$ cat config.mk
export PLATFORM = sky130hd
export DESIGN_NAME = top_encoder_16to4
export DESIGN_NICKNAME = d
export VERILOG_FILES = /design/src/rtl/top_encoder_16to4.sv
export SDC_FILE = /design/constraint.sdc
export NUM_CORES = 1
export LEC_CHECK = 0
export ABC_AREA = 1
export CORE_AREA = 8 8 45 47
export CTS_CLUSTER_SIZE = 16
export DETAILED_ROUTE_END_ITERATION = 12
export DIE_AREA = 0 0 53 55
export RECOVER_POWER = 50
export SLEW_MARGIN = 20
export SYNTH_ARGS = -nofsm -noshare
export SYNTH_HDL_FRONTEND = slang
export SYNTH_SLANG_ARGS = --single-unit
$ cat constraint.sdc
create_clock -name clk -period 2.1 [get_ports clk]
set_input_delay 0.42 -clock clk [delete_from_list [all_inputs] [get_ports clk]]
set_output_delay 0.42 -clock clk [all_outputs]
set_load 0.02 [all_outputs]
$ cat src/rtl/top_encoder_16to4.sv
// Registered 16-to-4 priority encoder: highest set request bit wins, with valid flag.
// Optional multi-hot error flag (port err) is built when ONEHOT_CHK_EN is defined.
module top_encoder_16to4 #(
  parameter int unsigned IN_W  = 16,
  parameter int unsigned OUT_W = 4
) (
  input  logic             clk,
  input  logic             rst,
  input  logic             en,
  input  logic [IN_W-1:0]  in,
  output logic [OUT_W-1:0] out,
`ifdef ONEHOT_CHK_EN
  output logic             err,
`endif
  output logic             valid
);

  logic [OUT_W-1:0] idx_c;
  logic             any_c;

  // Ascending scan so the highest-index set bit overrides lower ones.
  always_comb begin
    idx_c = '0;
    for (int i = 0; i < int'(IN_W); i++) begin
      if (in[i]) idx_c = OUT_W'(i);
    end
    any_c = |in;
  end

  always_ff @(posedge clk) begin
    if (rst) begin
      out   <= '0;
      valid <= 1'b0;
    end else if (en) begin
      out   <= idx_c;
      valid <= any_c;
    end
  end

`ifdef ONEHOT_CHK_EN
  logic multi_c;

  // Clearing the lowest set bit leaves something only when two or more bits are set.
  always_comb begin
    multi_c = |(in & (in - IN_W'(1)));
  end

  always_ff @(posedge clk) begin
    if (rst) begin
      err <= 1'b0;
    end else if (en) begin
      err <= multi_c;
    end
  end
`endif

endmodule

After elaboration in Yosys (flattened, before gate mapping)
Index checks and enable logic that the tools add are counted.

cells by class
  reduce and logical (&&, ||, !) cells = 1
  mux-type cells = 15

operators with widths
  kind               count
  $mux W4            14
  $reduce_or A16 Y1  1
  $mux W1            1

word-level totals
  bits of input ports = 19
  logic and storage cells = 18
  output and inout port bits = 5
  register bits = 5

Logic depth before layout (Yosys ltp)
  depth after elaboration = 15
  mapped depth = 15
  gate-level depth less buffers = 15

Least setup slack after synthesis
Ideal clock, no wire load.

  path type = input -> register
  from = input port in[2]
  to = register out[0]
  arrival time = 1.108 ns
  slack = 0.925 ns
  cell stages on the path = 15
  required time = 2.034 ns
  setup time = 0.066 ns
  path buffers = 0
  cell sequence = inv_1 -> nand2_1 -> nand2_1 -> nand2_1 -> nand2_1 -> nand2_1 -> nand2_1 -> nand2_1 -> nand2_1 -> nand2_1 -> nand2_1 -> nand2_1 -> nand2_1 -> nand2_1 -> a21oi_2

on the way
  word-level cells in the longest chain between the ends = 14

ends and longest elaborated chain
  item                    line  source
  start: declaration      10    input logic [IN_W-1:0] in,
  $mux W4 (14 in a row)   25    if (in[i]) idx_c = OUT_W'(i);
  end signal: assignment  35    out <= idx_c;
  end: declaration        11    output logic [OUT_W-1:0] out,

No other way between the ends.
A chain may end at the register's enable or synchronous reset.

Worst setup path after layout
  from = register out[1]
  to = output port out[1]

No word-level cell between the ends.

==> results.txt <==
register area -> 100.1 sq um
total wire length -> 964 um
NumNets Final -> 105
Setup CP Type -> reg -> out
post-CTS setup buffer count -> 0
clock sink count -> 5
Worst path max stage delay -> 0.61 ns
Avg Cell Area, Syn -> 5.674 sq um
clock slew at reported path FFs -> 0.04 ns
max-slew violation count -> 0
via-per-instance ratio -> 4.188
status -> complete, no violations
Longest Clk Path Bufs -> 2
GRT Util Overall -> 6.944%
Data required, critical path -> 1.68 ns
Die Wd -> 53 um
post_cts resized -> 0
n_diodes -> 0
Port Buffer Count -> 23
Final Hold Viols -> 0
pre-CTS setup slack -> 0.3527 ns
WHS -> 0.5199 ns
post-synthesis cell area -> 329.1 sq um
final non-filler cell total -> 101
number of global-route vias before repair -> 401
CP max-delay cell -> clkdlybuf4s50_1
area leader, netlist -> dfxtp_1
YS warnings -> 0
Buf/Inv on CP -> 1
H-tree depth -> 1
critical path's top delay family -> buffers and inverters
Data arrival, critical path -> 1.18 ns
RSZ-0062 raised after global routing -> false
Post-DRT Antenna Nets -> 0
Tightest Pin Transition -> 0.3647 ns
initial antenna violation count -> 0
largest net degree at the start of global routing -> 7
Tmin final -> 1.600 ns
drt initial violations -> 5
#FFs+latches synth -> 5
starting density of the core -> 23.78%
clk_lat worst skew -> 0.23 ns
dominant cells by area after synthesis -> dfxtp_1 (30%), nand2_1 (19%), inv_1 (10%)
DRT Pass-1 Iters -> 4
maximum vdd drop -> 0.0001751 V
# DRC -> 0
Routed WL per cell -> 9.545 um
Final WS setup -> 0.5004 ns
worst path cell trace -> clkdlybuf4s50_1
Final setup viols -> 0
GR Overflow Total -> 0
Max Freq -> 625.2 MHz
share of layout cells above drive strength 1 -> 11.76%
Multi-input gate area -> 172.7 sq um
hpwl dp -> 851.5 um
post-route setup TNS -> 0 ns
Synth Instances -> 58
CP Max Fanout -> 2
startpoint types -> flop
Leak -> 0.2953 nW
total die area -> 2915 sq um
Cell Rows -> 14
first-pass GRT wire length -> 1587 um
worst min path class -> reg -> reg
CTS Buf Count -> 3
hold_buf cts -> 0
most common cell after layout, fill and taps aside -> clkdlybuf4s50_1
clock root cell -> clkbuf_4
Routability Congestion -> 0.7124
max capacitance violation total -> 0
core area -> 1384 sq um
slew margin rel. -> 75.46%
Ports -> 24
Layout Skew -> 0 ns
via count -> 423
Worst Setup End Kind -> output port
Synth top area share -> 30.42%
post-synthesis sequential area ratio -> 30.42%
post-synthesis cell type count -> 13
Cells after DPL -> 97
Area Overhead vs Synth -> 84.03%
Fillers -> 160
highest-count cells in the layout ignoring fill and taps -> clkdlybuf4s50_1 (20), nand2_1 (17), inv_1 (9), inv_2 (6)
total power -> 0.3055 mW
PD cells -> 504.5 nW/um^2
syn_nets -> 77
Period Utilization, post-route -> 76.17%
die height -> 55 um
CTS tree -> built
==> logic make-up after synthesis <==
logic type / synth area share (%)
AND/OR/NAND/NOR: 37.26
buffers and inverters: 17.11
AO/OA/AOI/OAI: 15.21
flip-flops: 30.42
==> layer usage <==
metal,GRT usage (%),wire length [um],share of wire [%],up-vias
met5,0,0,0,-
met4,2.586,0,0,0
met3,2.941,75,7.8,0
met2,11.13,461,48,13
met1,8.067,427,44,176
li1,-,-,-,234
==> through the flow <==
stage	util [%]	area [sq um]
floorplan	-	329.1
global placement	41.86	579.3
detailed placement	41.86	579.3
CTS	43.76	605.6
global route	43.76	605.6
finish	43.76	605.6
==> worst register-to-register path: cells and delay by family (launching register included) <==
family / cells / cell delay, ns
compound gates: 2 / 0.21
flops: 1 / 0.31
==> area by class of cell <==
cell class,count,area share (%)
repair buffers,23,38.02
inverters,15,9.298
clock buffers,4,4.339
flip-flops and latches,5,16.53
well taps,16,3.306
multi-input cells,38,28.51
==> cell usage after synthesis, drive strengths merged <==
master and number:
o21ai 5, nand3 4, nor3 1, inv 15, and3 1, nor2 4, nor4 2, nand2 17
dfxtp 5, a31oi 1, a21oi 3
==> state kept, by name, indices dropped and copies added (netlist names) <==
| name | flops |
|---|---|
| valid | 1 |
| out | 4 |
==> final timing paths <==
kind	startpoint	to	slack, ns	cells after the start
setup reg to reg	out[1]	out[1]	1.45	2
hold / removal	out[3]	out[3]	0.52	2
setup / recovery	out[1]	out[1]	0.50	1
hold reg to reg	out[3]	out[3]	0.52	2
==> power by group <==
group	switching [mW]	internal (mW)	leakage [nW]	total [mW]
Combinational	0.0392	0.0518	0.238	0.0910
Sequential	0.00339	0.103	0.0419	0.106
Clock	0.0369	0.0717	0.0150	0.109
Power figures use the tool's default switching activity.
